**src/rtl/miriscv_decode_pkg.sv**
```systemverilog
// Shared decode/issue types: issue FSM state encoding and pending-writeback queue entry.
package miriscv_decode_pkg;

    typedef enum logic [1:0] {
        RUN         = 2'd0,
        MDU_BUSY    = 2'd1,
        FENCE_DRAIN = 2'd2
    } issue_state_t;

    typedef struct packed {
        logic       wb;
        logic [4:0] rd;
    } pend_entry_t;

    // x0 is hard-wired to zero, so it never creates a load-use dependency.
    function automatic logic rd_hit(input pend_entry_t e, input logic v, input logic [4:0] addr);
        return v & e.wb & (e.rd == addr) & (addr != 5'd0);
    endfunction

endpackage

```
**src/rtl/miriscv_issue_ctrl_if.sv**
```systemverilog
// Decode/LSU/MDU handshake bundle between the decoder side and the issue controller.
interface miriscv_issue_ctrl_if;
    logic       d_valid_i;
    logic [4:0] d_rs1_addr_i;
    logic [4:0] d_rs2_addr_i;
    logic [4:0] d_rd_addr_i;
    logic       d_rs1_re_i;
    logic       d_rs2_re_i;
    logic       d_wb_we_i;
    logic       d_mem_req_i;
    logic       d_load_i;
    logic       d_mdu_req_i;
    logic       d_fence_i;
    logic       d_illegal_i;
    logic       ex_redirect_i;
    logic       lsu_req_ready_i;
    logic       lsu_rsp_valid_i;
    logic       mdu_done_i;
    logic       issue_o;
    logic       d_stall_o;
    logic       flush_o;
    logic       mdu_start_o;
    logic       trap_o;
    logic       busy_o;

    modport master (
        output d_valid_i, d_rs1_addr_i, d_rs2_addr_i, d_rd_addr_i,
        output d_rs1_re_i, d_rs2_re_i, d_wb_we_i,
        output d_mem_req_i, d_load_i, d_mdu_req_i, d_fence_i, d_illegal_i,
        output ex_redirect_i, lsu_req_ready_i, lsu_rsp_valid_i, mdu_done_i,
        input  issue_o, d_stall_o, flush_o, mdu_start_o, trap_o, busy_o
    );

    modport slave (
        input  d_valid_i, d_rs1_addr_i, d_rs2_addr_i, d_rd_addr_i,
        input  d_rs1_re_i, d_rs2_re_i, d_wb_we_i,
        input  d_mem_req_i, d_load_i, d_mdu_req_i, d_fence_i, d_illegal_i,
        input  ex_redirect_i, lsu_req_ready_i, lsu_rsp_valid_i, mdu_done_i,
        output issue_o, d_stall_o, flush_o, mdu_start_o, trap_o, busy_o
    );
endinterface

```
**src/rtl/miriscv_issue_ctrl_chk.sv**
```systemverilog
// Protocol checker for the issue controller: LSU responses must not arrive with nothing pending.
module miriscv_issue_ctrl_chk (
    input logic clk_i,
    input logic rst_i,
    input logic pop,
    input logic empty
);
    pop_on_empty_a: assert property (@(posedge clk_i) disable iff (rst_i) !(pop && empty));
endmodule

```
**src/rtl/miriscv_pend_queue.sv**
```systemverilog
// In-order pending-writeback FIFO for LSU transactions with per-entry rd match vectors.
module miriscv_pend_queue
    import miriscv_decode_pkg::*;
#(
    parameter int DEPTH = 2
) (
    input  logic             clk_i,
    input  logic             rst_i,
    input  logic             push,
    input  logic             pop,
    input  pend_entry_t      push_entry,
    input  logic [4:0]       rs1_addr,
    input  logic [4:0]       rs2_addr,
    output logic             full,
    output logic             empty,
    output logic             last,
    output logic [DEPTH-1:0] head_mask,
    output logic [DEPTH-1:0] rs1_match,
    output logic [DEPTH-1:0] rs2_match
);
    localparam int PTR_W = (DEPTH > 1) ? $clog2(DEPTH) : 1;
    localparam int CNT_W = $clog2(DEPTH + 1);

    pend_entry_t      entry_r [DEPTH];
    logic [DEPTH-1:0] valid_r;
    logic [PTR_W-1:0] wr_ptr_r;
    logic [PTR_W-1:0] rd_ptr_r;
    logic [CNT_W-1:0] count_r;
    logic             push_s;
    logic             pop_s;

    function automatic logic [PTR_W-1:0] next_ptr(input logic [PTR_W-1:0] p);
        if (p == PTR_W'(DEPTH - 1)) begin
            return {PTR_W{1'b0}};
        end else begin
            return p + PTR_W'(1);
        end
    endfunction

    assign full   = (count_r == CNT_W'(DEPTH));
    assign empty  = (count_r == {CNT_W{1'b0}});
    assign last   = (count_r == CNT_W'(1));
    // A pop on an empty queue is dropped; the checker flags it.
    assign push_s = push & ~full;
    assign pop_s  = pop & ~empty;

    // Head one-hot and load-use match vectors against the two source addresses.
    always_comb begin
        head_mask = {DEPTH{1'b0}};
        rs1_match = {DEPTH{1'b0}};
        rs2_match = {DEPTH{1'b0}};
        for (int i = 0; i < DEPTH; i++) begin
            head_mask[i] = (rd_ptr_r == PTR_W'(i));
            rs1_match[i] = rd_hit(entry_r[i], valid_r[i], rs1_addr);
            rs2_match[i] = rd_hit(entry_r[i], valid_r[i], rs2_addr);
        end
    end

    // Pointer, valid-bit, entry and occupancy update.
    always_ff @(posedge clk_i or posedge rst_i) begin
        if (rst_i) begin
            wr_ptr_r <= {PTR_W{1'b0}};
            rd_ptr_r <= {PTR_W{1'b0}};
            count_r  <= {CNT_W{1'b0}};
            valid_r  <= {DEPTH{1'b0}};
            for (int i = 0; i < DEPTH; i++) begin
                entry_r[i] <= '{wb: 1'b0, rd: 5'd0};
            end
        end else begin
            if (pop_s) begin
                valid_r[rd_ptr_r] <= 1'b0;
                rd_ptr_r          <= next_ptr(rd_ptr_r);
            end
            if (push_s) begin
                valid_r[wr_ptr_r] <= 1'b1;
                entry_r[wr_ptr_r] <= push_entry;
                wr_ptr_r          <= next_ptr(wr_ptr_r);
            end
            case ({push_s, pop_s})
                2'b10:   count_r <= count_r + CNT_W'(1);
                2'b01:   count_r <= count_r - CNT_W'(1);
                default: count_r <= count_r;
            endcase
        end
    end

endmodule

```
**src/rtl/miriscv_issue_ctrl.sv**
```systemverilog
// Issue/hazard controller between decode and execute: load-use, MDU, FENCE drain, illegal trap.
// Optional MIRISCV_LOAD_BYPASS_EN lets a dependent instruction issue in the load response cycle.
module miriscv_issue_ctrl
    import miriscv_decode_pkg::*;
#(
    parameter int LSU_OUTSTANDING = 2
) (
    input logic                 clk_i,
    input logic                 rst_i,
    miriscv_issue_ctrl_if.slave bus
);
    localparam logic [1:0] ST_RUN   = RUN;
    localparam logic [1:0] ST_MDU   = MDU_BUSY;
    localparam logic [1:0] ST_FENCE = FENCE_DRAIN;
`ifdef MIRISCV_LOAD_BYPASS_EN
    localparam logic BYPASS = 1'b1;
`else
    localparam logic BYPASS = 1'b0;
`endif

    logic [1:0]                 state_r;
    logic [1:0]                 state_next_s;
    logic                       q_full_s;
    logic                       q_empty_s;
    logic                       q_last_s;
    logic [LSU_OUTSTANDING-1:0] q_head_mask_s;
    logic [LSU_OUTSTANDING-1:0] q_rs1_match_s;
    logic [LSU_OUTSTANDING-1:0] q_rs2_match_s;
    logic [LSU_OUTSTANDING-1:0] excl_s;
    logic                       hazard_s;
    logic                       run_s;
    logic                       mem_ok_s;
    logic                       fence_ok_s;
    logic                       issue_s;
    logic                       trap_s;
    logic                       flush_s;
    logic                       push_s;
    logic                       fence_wait_s;
    logic                       drained_s;
    pend_entry_t                push_entry_s;

    assign push_entry_s.wb = bus.d_load_i & bus.d_wb_we_i & (bus.d_rd_addr_i != 5'd0);
    assign push_entry_s.rd = bus.d_rd_addr_i;

    miriscv_pend_queue #(.DEPTH(LSU_OUTSTANDING)) u_pend_queue (
        .clk_i      (clk_i),
        .rst_i      (rst_i),
        .push       (push_s),
        .pop        (bus.lsu_rsp_valid_i),
        .push_entry (push_entry_s),
        .rs1_addr   (bus.d_rs1_addr_i),
        .rs2_addr   (bus.d_rs2_addr_i),
        .full       (q_full_s),
        .empty      (q_empty_s),
        .last       (q_last_s),
        .head_mask  (q_head_mask_s),
        .rs1_match  (q_rs1_match_s),
        .rs2_match  (q_rs2_match_s)
    );

    miriscv_issue_ctrl_chk u_chk (
        .clk_i (clk_i),
        .rst_i (rst_i),
        .pop   (bus.lsu_rsp_valid_i),
        .empty (q_empty_s)
    );

    // With bypass, the head entry being answered this cycle is forwarded by the datapath.
    assign excl_s   = q_head_mask_s & {LSU_OUTSTANDING{BYPASS & bus.lsu_rsp_valid_i}};
    assign hazard_s = (bus.d_rs1_re_i & |(q_rs1_match_s & ~excl_s))
                    | (bus.d_rs2_re_i & |(q_rs2_match_s & ~excl_s));

    assign run_s      = (state_r == ST_RUN);
    // A response in the same cycle deliberately does not free a full queue.
    assign mem_ok_s   = ~bus.d_mem_req_i | (~q_full_s & bus.lsu_req_ready_i);
    assign fence_ok_s = ~bus.d_fence_i | q_empty_s;

    assign issue_s = ~rst_i & bus.d_valid_i & ~bus.ex_redirect_i & ~bus.d_illegal_i & run_s
                   & ~hazard_s & mem_ok_s & fence_ok_s;
    assign trap_s  = ~rst_i & bus.d_valid_i & bus.d_illegal_i & run_s & ~bus.ex_redirect_i;
    assign flush_s = ~rst_i & (bus.ex_redirect_i | trap_s);
    assign push_s  = issue_s & bus.d_mem_req_i;

    assign bus.issue_o     = issue_s;
    assign bus.flush_o     = flush_s;
    assign bus.trap_o      = trap_s;
    assign bus.mdu_start_o = issue_s & bus.d_mdu_req_i;
    assign bus.d_stall_o   = ~rst_i & bus.d_valid_i & ~issue_s & ~flush_s;
    assign bus.busy_o      = ~q_empty_s | (state_r == ST_MDU);

    assign fence_wait_s = run_s & bus.d_valid_i & bus.d_fence_i & ~bus.d_illegal_i
                        & ~bus.ex_redirect_i & ~q_empty_s;
    // Leave the drain on the edge that retires the last response so the fence issues next cycle.
    assign drained_s    = q_empty_s | (q_last_s & bus.lsu_rsp_valid_i);

    // Issue FSM next-state selection.
    always_comb begin
        state_next_s = state_r;
        case (state_r)
            ST_RUN: begin
                if (issue_s && bus.d_mdu_req_i) begin
                    state_next_s = ST_MDU;
                end else if (fence_wait_s) begin
                    state_next_s = ST_FENCE;
                end else begin
                    state_next_s = ST_RUN;
                end
            end
            ST_MDU: begin
                if (bus.mdu_done_i) begin
                    state_next_s = ST_RUN;
                end else begin
                    state_next_s = ST_MDU;
                end
            end
            ST_FENCE: begin
                if (bus.ex_redirect_i || drained_s) begin
                    state_next_s = ST_RUN;
                end else begin
                    state_next_s = ST_FENCE;
                end
            end
            default: state_next_s = ST_RUN;
        endcase
    end

    // Issue FSM state register.
    always_ff @(posedge clk_i or posedge rst_i) begin
        if (rst_i) begin
            state_r <= ST_RUN;
        end else begin
            state_r <= state_next_s;
        end
    end

endmodule

```
**src/flat_wrapper.sv**
```systemverilog
// flat-port wrapper written by rule: the top's interface ports become plain ports
module miriscv_issue_ctrl_flat import miriscv_decode_pkg::*;
#(
    parameter int LSU_OUTSTANDING = 2
)
  (clk_i, rst_i, bus_d_valid_i, bus_d_rs1_addr_i, bus_d_rs2_addr_i, bus_d_rd_addr_i, bus_d_rs1_re_i, bus_d_rs2_re_i, bus_d_wb_we_i, bus_d_mem_req_i, bus_d_load_i, bus_d_mdu_req_i, bus_d_fence_i, bus_d_illegal_i, bus_ex_redirect_i, bus_lsu_req_ready_i, bus_lsu_rsp_valid_i, bus_mdu_done_i, bus_issue_o, bus_d_stall_o, bus_flush_o, bus_mdu_start_o, bus_trap_o, bus_busy_o);
  miriscv_issue_ctrl_if bus_i ();
  input logic clk_i;
  input logic rst_i;
  input wire logic [$bits(bus_i.d_valid_i)-1:0] bus_d_valid_i;
  input wire logic [$bits(bus_i.d_rs1_addr_i)-1:0] bus_d_rs1_addr_i;
  input wire logic [$bits(bus_i.d_rs2_addr_i)-1:0] bus_d_rs2_addr_i;
  input wire logic [$bits(bus_i.d_rd_addr_i)-1:0] bus_d_rd_addr_i;
  input wire logic [$bits(bus_i.d_rs1_re_i)-1:0] bus_d_rs1_re_i;
  input wire logic [$bits(bus_i.d_rs2_re_i)-1:0] bus_d_rs2_re_i;
  input wire logic [$bits(bus_i.d_wb_we_i)-1:0] bus_d_wb_we_i;
  input wire logic [$bits(bus_i.d_mem_req_i)-1:0] bus_d_mem_req_i;
  input wire logic [$bits(bus_i.d_load_i)-1:0] bus_d_load_i;
  input wire logic [$bits(bus_i.d_mdu_req_i)-1:0] bus_d_mdu_req_i;
  input wire logic [$bits(bus_i.d_fence_i)-1:0] bus_d_fence_i;
  input wire logic [$bits(bus_i.d_illegal_i)-1:0] bus_d_illegal_i;
  input wire logic [$bits(bus_i.ex_redirect_i)-1:0] bus_ex_redirect_i;
  input wire logic [$bits(bus_i.lsu_req_ready_i)-1:0] bus_lsu_req_ready_i;
  input wire logic [$bits(bus_i.lsu_rsp_valid_i)-1:0] bus_lsu_rsp_valid_i;
  input wire logic [$bits(bus_i.mdu_done_i)-1:0] bus_mdu_done_i;
  output wire logic [$bits(bus_i.issue_o)-1:0] bus_issue_o;
  output wire logic [$bits(bus_i.d_stall_o)-1:0] bus_d_stall_o;
  output wire logic [$bits(bus_i.flush_o)-1:0] bus_flush_o;
  output wire logic [$bits(bus_i.mdu_start_o)-1:0] bus_mdu_start_o;
  output wire logic [$bits(bus_i.trap_o)-1:0] bus_trap_o;
  output wire logic [$bits(bus_i.busy_o)-1:0] bus_busy_o;
  assign bus_i.d_valid_i = bus_d_valid_i;
  assign bus_i.d_rs1_addr_i = bus_d_rs1_addr_i;
  assign bus_i.d_rs2_addr_i = bus_d_rs2_addr_i;
  assign bus_i.d_rd_addr_i = bus_d_rd_addr_i;
  assign bus_i.d_rs1_re_i = bus_d_rs1_re_i;
  assign bus_i.d_rs2_re_i = bus_d_rs2_re_i;
  assign bus_i.d_wb_we_i = bus_d_wb_we_i;
  assign bus_i.d_mem_req_i = bus_d_mem_req_i;
  assign bus_i.d_load_i = bus_d_load_i;
  assign bus_i.d_mdu_req_i = bus_d_mdu_req_i;
  assign bus_i.d_fence_i = bus_d_fence_i;
  assign bus_i.d_illegal_i = bus_d_illegal_i;
  assign bus_i.ex_redirect_i = bus_ex_redirect_i;
  assign bus_i.lsu_req_ready_i = bus_lsu_req_ready_i;
  assign bus_i.lsu_rsp_valid_i = bus_lsu_rsp_valid_i;
  assign bus_i.mdu_done_i = bus_mdu_done_i;
  assign bus_issue_o = bus_i.issue_o;
  assign bus_d_stall_o = bus_i.d_stall_o;
  assign bus_flush_o = bus_i.flush_o;
  assign bus_mdu_start_o = bus_i.mdu_start_o;
  assign bus_trap_o = bus_i.trap_o;
  assign bus_busy_o = bus_i.busy_o;
  miriscv_issue_ctrl #(.LSU_OUTSTANDING(LSU_OUTSTANDING)) u_core (.clk_i(clk_i), .rst_i(rst_i), .bus(bus_i));
endmodule
```
**config.mk**
```make
export PLATFORM = sky130hd
export DESIGN_NAME = miriscv_issue_ctrl_flat
export DESIGN_NICKNAME = d
export VERILOG_FILES = /design/src/rtl/miriscv_decode_pkg.sv /design/src/rtl/miriscv_issue_ctrl_if.sv /design/src/rtl/miriscv_issue_ctrl_chk.sv /design/src/rtl/miriscv_pend_queue.sv /design/src/rtl/miriscv_issue_ctrl.sv /design/src/flat_wrapper.sv
export SDC_FILE = /design/constraint.sdc
export NUM_CORES = 1
export LEC_CHECK = 0
export CAP_MARGIN = 10
export CORE_ASPECT_RATIO = 2
export CORE_MARGIN = 1
export CORE_UTILIZATION = 47
export CTS_CLUSTER_SIZE = 20
export DETAILED_ROUTE_END_ITERATION = 7
export GPL_ROUTABILITY_DRIVEN = 0
export PLACE_DENSITY = 0.86
export SETUP_SLACK_MARGIN = 0.15
export SYNTH_ARGS = -nofsm -noshare
export SYNTH_HDL_FRONTEND = slang
export SYNTH_SLANG_ARGS = --single-unit
```
**constraint.sdc**
```tcl
create_clock -name clk_i -period 2.95 [get_ports clk_i]
set_input_delay 0.59 -clock clk_i [delete_from_list [all_inputs] [get_ports clk_i]]
set_output_delay 0.59 -clock clk_i [all_outputs]
set_load 0.02 [all_outputs]
```
# == After elaboration in Yosys (flattened, before gate mapping) ==
# Index checks and enable logic that the tools add are counted.
# op_classes
n_addsub,4
bitwise,58
order_cmp,6
n_mux,17
n_eq_ne,10
n_reduce_logical,13
# ops
op,n
bitwise AND 1 bit,38
== test 5 bit,4
nonzero test 5 bit,3
bitwise mux 12 bit,1
two-way mux 2 bit,5
NOT 1 bit,10
demux 6 bit (select 1 bit),1
== test 2 x 1 -> 1 bit (second input constant),3
== test 2 bit (second input constant),3
two-way mux 6 bit,1
OR 1 bit,6
one-hot mux 2 bit (3 select lines),1
two-way mux 1 bit,5
logical AND 1 bit,4
zero test 2 bit,2
< comparator 1 x 2 -> 1 bit (second input constant),2
one-hot mux 2 bit (2 select lines),1
OR reduction 2 bit,2
adder 1 bit (second input constant),2
adder 2 x 1 -> 2 bit (second input constant),1
bitwise AND 2 bit,1
demux 1 bit (select 1 bit),2
>= comparator 1 bit (second input constant),2
>= comparator 2 bit (second input constant),1
other kinds (7),7
# totals
reg_bits,20
elab_cells,117
in_bits,30
output_inout_bits,6

# == Logic depth before layout (Yosys ltp) ==
# Gate-level depths: netlist (run 1).
# logic_depth
ltp_word,14
ltp_mapped,10
depth_no_buf,10

# == By module ==
# From an unflattened synthesis (run 1), not the netlist that was laid out.
# unflattened
cells_unflattened,121
area_unflattened_um2,1290.0
# modules_own_cells
module,area_each_um2,cells_each,seq_area_each_um2,instances
miriscv_pend_queue,1034.7,90,450.4,1
miriscv_issue_ctrl,255.2,31,50.0,1

# == Worst setup path after synthesis (run 1) ==
# Ideal clock, no wire load.
# synth_timing
path_type,input -> output
from,in bus_d_rs1_addr_i[1]
to,out bus_mdu_start_o
required_ns,2.360
setup_slack_ns,0.171
stages,5
arrival_time_ns,2.189
n_path_buf,0
path_cell_list,or4_1 -> o21ai_0 -> o211ai_2 -> nor2_1 -> and2_1
# synth_via
elab_chain_len,11
word_cells_on_any_way,15
cone_classes,eq/ne (2); bitwise (11); reduce/logical (2)
# synth_rtl
element,line,rtl
start: declaration,flat_wrapper.sv:11,input wire logic [$bits(bus_i.d_rs1_addr_i)-1:0] bus_d_rs1_addr_i;
== test 5 bit,miriscv_decode_pkg.sv:17,return v & e.wb & (e.rd == addr) & (addr != 5'd0);
bitwise AND 1 bit (2 in a row),miriscv_decode_pkg.sv:17,
OR reduction 2 bit (*),miriscv_issue_ctrl.sv:70,assign hazard_s = (bus.d_rs1_re_i & |(q_rs1_match_s & ~excl_s))
bitwise AND 1 bit (*),miriscv_issue_ctrl.sv:70,
OR 1 bit (*),miriscv_issue_ctrl.sv:71,| (bus.d_rs2_re_i & |(q_rs2_match_s & ~excl_s));
NOT 1 bit (*),miriscv_issue_ctrl.sv:79,& ~hazard_s & mem_ok_s & fence_ok_s;
bitwise AND 1 bit (*) (3 in a row),miriscv_issue_ctrl.sv:79,
named net bus_issue_o,flat_wrapper.sv:26,output wire logic [$bits(bus_i.issue_o)-1:0] bus_issue_o;
bitwise AND 1 bit (*),miriscv_issue_ctrl.sv:87,assign bus.mdu_start_o = issue_s & bus.d_mdu_req_i;
end: declaration,flat_wrapper.sv:29,output wire logic [$bits(bus_i.mdu_start_o)-1:0] bus_mdu_start_o;
# The timed path passes the listed nets; every way through them passes the cells marked *.

# == Final worst setup path (run 1) ==
# layout_timing
from,in bus_d_illegal_i
to,out bus_trap_o
# layout_via
elab_chain_len,3
# layout_rtl
element,line,rtl
start: declaration,flat_wrapper.sv:21,input wire logic [$bits(bus_i.d_illegal_i)-1:0] bus_d_illegal_i;
bitwise AND 1 bit (3 in a row),miriscv_issue_ctrl.sv:80,assign trap_s = ~rst_i & bus.d_valid_i & bus.d_illegal_i & run_s & ~bus.ex_redirect_i;
end: declaration,flat_wrapper.sv:30,output wire logic [$bits(bus_i.trap_o)-1:0] bus_trap_o;
# Every way passes these cells.

==> results of run 1 <==
## layer usage
layer  share of wire (%)  wire length (µm)  up-vias
li1                    -                 -      533
met5                   0                 0        -
met2                  61              2120       35
met4                 6.9               240        0
met1                  30              1044      577
met3                 2.5                88       14
## kinds of logic after synthesis
group,count (synthesis),synth area share (%)
AO/OA/AOI/OAI,12,7.007
XOR/XNOR,24,16.82
adder cells (fa/ha/maj),4,4.004
buffers and inverters,7,2.102
flip-flops,20,40.04
multiplexers,12,10.81
AND/OR/NAND/NOR,39,19.22
## where the power goes
group | total, W | internal, W | switching (W)
combinational | 0.000424 | 0.000238 | 0.000185
sequential | 0.000454 | 0.000354 | 0.000100
clock | 0.000273 | 0.000181 | 0.0000917
total | 0.00115 | 0.000773 | 0.000377
## cell usage after synthesis, types with 2 or more instances
cell	instances	share of area (%)
xnor2_1	11	7.7
ha_1	4	4.0
nand4_1	2	1.0
nand2b_1	4	2.0
xor2_1	13	9.1
nand3_1	3	1.2
or4_1	2	1.2
o21ai_0	4	1.6
mux2_2	12	11
inv_1	7	2.1
nor3_1	4	1.6
dfrtp_1	20	40
nor2b_1	2	1.0
a21oi_1	2	0.80
nor2_1	5	1.5
nand2_1	7	2.1
nor4_1	3	1.5
## worst reg2reg max path, stage by stage (launching register included)
cell      delay, ns
dfrtp_1        0.41
inv_1          0.10
ha_1           0.19
nor2b_1        0.09
nor4bb_4       0.29
o211ai_2       0.16
buf_4          0.16
buf_4          0.15
nor3_2         0.17
inv_1          0.08
ha_1           0.34
o21ai_0        0.18
## state kept, by name, summed over array words and instances, names as in the netlist
signal / flops
u_core.u_pend_queue.valid_r: 2
u_core.u_pend_queue.count_r: 2
u_core.u_pend_queue.wr_ptr_r: 1
u_core.u_pend_queue.rd_ptr_r: 1
u_core.u_pend_queue.entry_r: 12
u_core.state_r: 2
## metrics by stage
| step | hold WS (ns) | instance area [µm²] | TNS [ns] | cells | power, W |
|---|---|---|---|---|---|
| final | 0.5022 | 1954 | 0 | 206 | 0.001151 |
| after CTS | 0.5019 | 1894 | 0 | 206 | 0.001139 |
| after detailed placement | 0.4814 | 1785 | -2.545 | 201 | 0.0008585 |
| after floorplan | 0.4439 | 1250 | 0 | 118 | 0.0006842 |
| after global routing | 0.5042 | 1954 | 0 | 206 | 0.001209 |
| after global placement | 0.4633 | 1785 | -1.365 | 201 | 0.0008304 |
## layout by cell type, fill, tap and decap left out, types with 3 or more instances in the layout
master	n
clkdlybuf4s50_1	22
buf_4	21
dfrtp_1	20
xor2_1	12
mux2_2	12
xnor2_1	10
nand2_1	7
inv_1	7
nand2b_1	4
nor3_2	4
nor2_1	4
ha_1	4
dlygate4sd2_1	4
dlymetal6s2s_1	4
nand3_1	3
clkbuf_8	3
## timing repair
action / 4_1_cts / 5_1_grt
setup buffers: 1 / 0
setup endpoints to repair: 7 / 6
pin swaps: 10 / 9
gates resized for setup: 31 / 20
## area by class of cell
class	instances	share of cell area (%)
tap	28	1.793
clock inverter	1	1.536
multi-input combinational	91	42.00
sequential	20	25.61
inverter	7	1.344
timing repair buffer	56	25.61
clock buffer	3	2.113
## worst min path at each step
stage | start | slack, ns | cells past startpoint | endpoint
final | u_core.u_pend_queue.valid_r[1]$_DFF_PP0_ | 0.50 | 1 | u_core.u_pend_queue.valid_r[1]$_DFF_PP0_
after global routing | u_core.u_pend_queue.valid_r[1]$_DFF_PP0_ | 0.50 | 1 | u_core.u_pend_queue.valid_r[1]$_DFF_PP0_
after CTS | u_core.u_pend_queue.valid_r[1]$_DFF_PP0_ | 0.50 | 1 | u_core.u_pend_queue.valid_r[1]$_DFF_PP0_
after detailed placement | u_core.state_r[0]$_DFF_PP0_ | 0.48 | 1 | u_core.state_r[1]$_DFF_PP0_
after global placement | u_core.state_r[0]$_DFF_PP0_ | 0.46 | 1 | u_core.state_r[1]$_DFF_PP0_
after floorplan | u_core.state_r[0]$_DFF_PP0_ | 0.44 | 1 | u_core.state_r[1]$_DFF_PP0_
==> flow_metrics.env, run 1 <==
export IMPL_synth_avg_cell_area_um2=10.59
export IMPL_overflow=0
export IMPL_netlist_area_um2=1250
export IMPL_rows=26
export IMPL_max_slew_margin_pct=75.41
export IMPL_postCtsHoldBufs=0
export IMPL_synth_edf_count=0
export IMPL_pwr_density_cell_nw_per_um2=588.8
export IMPL_synth_seq_area_share_pct=40.04
export IMPL_dp_slack_ns=-0.6510
export IMPL_multiInputGateArea_um2=820.8
export IMPL_vias=1159
export IMPL_finalCritPeriodShare_pct=93.44
export IMPL_finalMaxSlewViolations=0
export IMPL_clkSinkCount=20
export IMPL_grt_pass1_vias=1273
export IMPL_crit_top_cell="clkdlybuf4s50_1"
export IMPL_die_h_um=74.93
export IMPL_diodes=0
export IMPL_fin_ws_ns=0.1937
export IMPL_clock_root_buffer="clkbuf_8"
export IMPL_period_needed_ns=2.756
export IMPL_use_met2_pct=51.79
export IMPL_final_fill_count=170
export IMPL_tightest_slew_ns=0.3677
export IMPL_critPathCapture="bus_trap_o"
export IMPL_regToRegEndpoint="u_core.u_pend_queue.count_r[1]$_DFFE_PP0P_"
export IMPL_use_met3_pct=0.5900
export IMPL_hp_class="reg -> reg"
export IMPL_rsz0062_at_grt="no"
export IMPL_cp_end_kind="primary output"
export IMPL_dr_pass1_iters=4
export IMPL_io_pins=36
export IMPL_clk_path_buf_depth=2
export IMPL_leakage_nw=0.9333
export IMPL_cp_top_family="buffers and inverters"
export IMPL_grt_max_degree=17
export IMPL_criticalPathCategory="in -> out"
export IMPL_die_width_um=38.47
export IMPL_cp_slowest_stage_delay_ns=0.61
export IMPL_hpwlAfterDp_mm=2.907
export IMPL_final_antenna_net_count=0
export IMPL_max_freq_ghz=0.3628
export IMPL_antenna_found_initial=0
export IMPL_finalWirelength_mm=3.493
export IMPL_syn_to_final_growth_pct=56.36
export IMPL_nNetsFinal=213
export IMPL_ys_async_sr_fraction_pct=100.0
export IMPL_cp_startpoint="bus_d_illegal_i"
export IMPL_ir_drop_uv=453.6
export IMPL_drt_iter0_drc=23
export IMPL_coreArea_um2=2537
export IMPL_cp_arrival_ns=2.17
export IMPL_ff2ff_path_depth=11
export IMPL_cts_tree="yes"
export IMPL_reg2reg_slack_ns=0.54
export IMPL_grtUsageMet1_pct=23.43
export IMPL_numCtsBuffers=3
export IMPL_syn_num_nets=152
export IMPL_synth_main_ff_cell="dfrtp_1"
export IMPL_cp_cell_sequence="clkdlybuf4s50_1, nor3b_4, and4_1, clkdlybuf4s50_1"
export IMPL_crit_fanout=3
export IMPL_regToRegStartpoint="u_core.u_pend_queue.count_r[0]$_DFFE_PP0P_"
export IMPL_ys_seq_elements=20
export IMPL_worst_path_max_delay_cell="clkdlybuf4s50_1"
export IMPL_drive_gt1_share_pct=33.71
export IMPL_status="finished, final reports clean"
export IMPL_die_area_um2=2882
export IMPL_maxCapViolations=0
export IMPL_drc_errors=0
export IMPL_final_hold_violation_count=0
export IMPL_grt_pass1_wl_mm=5.306
export IMPL_setup_viol=0
export IMPL_track_usage_pct=27.09
export IMPL_portBuffers=35
export IMPL_clkTransAtPathRegs_ns=0.07
export IMPL_worst_ep_required_time_ns=2.36
export IMPL_avgRoutedWirePerCell_um=16.96
export IMPL_crit_buf_inv=2
export IMPL_utilization_pct=77.02
export IMPL_busiest_layer="met2"
export IMPL_synthCells=118
export IMPL_synth_warnings=0
export IMPL_start_util_pct=49.26
export IMPL_start_kind="input pin"
export IMPL_skew_ns=0.0005598
export IMPL_crit_cells=4
export IMPL_seq_area_um2=500.5
export IMPL_ys_types=30
export IMPL_routed_via_density=5.626
export IMPL_insertion_delay_ns=0.26
export IMPL_htree_levels=1
Note: power is estimated with default switching activity, not from simulation.
==> run 2: changes to the inputs <==
- CORE_ASPECT_RATIO: 2 -> 0.5
- CORE_MARGIN: 1 -> unset
==> flow_metrics.env, run 2 (synthesized netlist as in run 1, its figures left out) <==
export IMPL_start_util_pct=53.03
export IMPL_ir_drop_uv=415.8
export IMPL_drive_gt1_share_pct=31.67
export IMPL_critPathCapture="bus_mdu_start_o"
export IMPL_criticalPathCategory="in -> out"
export IMPL_cts_tree="yes"
export IMPL_tightest_slew_ns=0.3128
export IMPL_hpwlAfterDp_mm=2.466
export IMPL_setup_viol=0
export IMPL_hp_class="reg -> reg"
export IMPL_coreArea_um2=2357
export IMPL_worst_ep_required_time_ns=2.36
export IMPL_pwr_density_cell_nw_per_um2=557.7
export IMPL_dr_pass1_iters=4
export IMPL_routed_via_density=5.642
export IMPL_rsz0062_at_grt="no"
export IMPL_skew_ns=0.008851
export IMPL_htree_levels=1
export IMPL_finalWirelength_mm=4.004
export IMPL_cp_startpoint="bus_d_rs1_addr_i[1]"
export IMPL_regToRegEndpoint="u_core.u_pend_queue.count_r[1]$_DFFE_PP0P_"
export IMPL_power_w=0.001095
export IMPL_overflow=0
export IMPL_track_usage_pct=25.78
export IMPL_rows=12
export IMPL_cp_end_kind="primary output"
export IMPL_largest_reg_flops=12
export IMPL_die_width_um=74.93
export IMPL_cp_arrival_ns=2.26
export IMPL_clock_root_buffer="clkbuf_8"
export IMPL_max_freq_ghz=0.3506
export IMPL_largest_register="u_core.u_pend_queue.entry_r"
export IMPL_setup_tns_ns=0
export IMPL_dp_cells=210
export IMPL_period_needed_ns=2.852
export IMPL_place_area_um2=1822
export IMPL_start_kind="input pin"
export IMPL_finalCritPeriodShare_pct=96.69
export IMPL_ff2ff_path_depth=12
export IMPL_drt_iter0_drc=67
export IMPL_syn_to_final_growth_pct=57.06
export IMPL_numCtsBuffers=3
export IMPL_stdcell_count=215
export IMPL_insertion_delay_ns=0.26
export IMPL_nNetsFinal=216
export IMPL_maxCapViolations=0
export IMPL_grt_max_degree=18
export IMPL_diodes=0
export IMPL_die_h_um=38.47
export IMPL_max_slew_margin_pct=78.99
export IMPL_final_area_um2=1963
export IMPL_postCtsHoldBufs=0
export IMPL_final_cell_mix="buf_4 (22), clkdlybuf4s50_1 (21), dfrtp_1 (20)"
export IMPL_finalMaxSlewViolations=0
export IMPL_final_hold_violation_count=0
export IMPL_reg2reg_slack_ns=0.41
export IMPL_crit_fanout=4
export IMPL_final_common_cell="buf_4"
export IMPL_leakage_nw=0.9519
export IMPL_vias=1213
export IMPL_clkTransAtPathRegs_ns=0.08
export IMPL_drc_errors=0
export IMPL_clk_path_buf_depth=2
export IMPL_grt_pass1_vias=1178
export IMPL_utilization_pct=83.28
export IMPL_io_pins=36
export IMPL_antenna_found_initial=0
export IMPL_regToRegStartpoint="u_core.u_pend_queue.count_r[0]$_DFFE_PP0P_"
export IMPL_die_area_um2=2882
export IMPL_grt_pass1_wl_mm=5.264
export IMPL_clkSinkCount=20
export IMPL_status="finished, final reports clean"
export IMPL_final_antenna_net_count=0
export IMPL_portBuffers=35
export IMPL_avgRoutedWirePerCell_um=18.62
==> run 2: per-stage QoR <==
step           hold slack [ns]  setup WS (ns)
6_report                0.5371        0.09767
3_5_place_dp            0.4677        -0.5212
5_1_grt                 0.5604        0.08784
4_1_cts                 0.4940         0.1263
2_1_floorplan           0.4439         0.1707
3_3_place_gp            0.4623        -0.4961
==> run 2: what timing repair did <==
item | in CTS | in global routing
hold endpoints to repair | 0 | 0
pin swaps | 7 | 9
buffers inserted | 1 | 1
setup endpoints to repair | 5 | 7
gates resized for setup | 27 | 16
gates cloned | 0 | 0
==> run 2: layer usage <==
layer | GRT usage [%] | share of wire (%) | vias to the layer above
li1 | - | - | 544
met5 | 0 | 0 | -
met2 | 49.55 | 49 | 57
met3 | 5.263 | 5.9 | 18
met1 | 29.02 | 41 | 594
met4 | 8.962 | 4.0 | 0
==> run 2: worst min-delay path by stage <==
stage	start	endpoint	slack [ns]	cells after the start
2_1_floorplan	u_core.state_r[0]$_DFF_PP0_	u_core.state_r[1]$_DFF_PP0_	0.44	1
3_3_place_gp	u_core.state_r[0]$_DFF_PP0_	u_core.state_r[1]$_DFF_PP0_	0.46	1
3_5_place_dp	u_core.u_pend_queue.valid_r[1]$_DFF_PP0_	u_core.u_pend_queue.valid_r[1]$_DFF_PP0_	0.47	1
4_1_cts	u_core.state_r[0]$_DFF_PP0_	u_core.state_r[1]$_DFF_PP0_	0.49	1
5_1_grt	u_core.u_pend_queue.valid_r[0]$_DFF_PP0_	u_core.u_pend_queue.valid_r[0]$_DFF_PP0_	0.56	2
6_report	u_core.u_pend_queue.count_r[1]$_DFFE_PP0P_	u_core.u_pend_queue.count_r[1]$_DFFE_PP0P_	0.54	2
==> run 2: worst max-delay path, stage by stage <==
cell	delay, ns
dlygate4sd2_1	0.24
or4_1	0.55
o21ai_0	0.29
o211ai_2	0.17
nor2_4	0.15
and2_1	0.13
buf_4	0.13
==> run 2: final cells by class <==
type | count | area, µm²
clock buffer | 3 | 41.29
tap | 35 | 43.79
fill | 137 | 394.1
multi-input combinational | 91 | 803.3
inverter | 7 | 26.28
sequential | 20 | 500.5
timing repair buffer | 59 | 548.0
==> run 2: report_power, final <==
part	leakage [nW]	switching (W)	internal, W
clock network	0.0216	0.0000889	0.0000911
registers	0.266	0.0000970	0.000354
logic	0.665	0.000210	0.000254
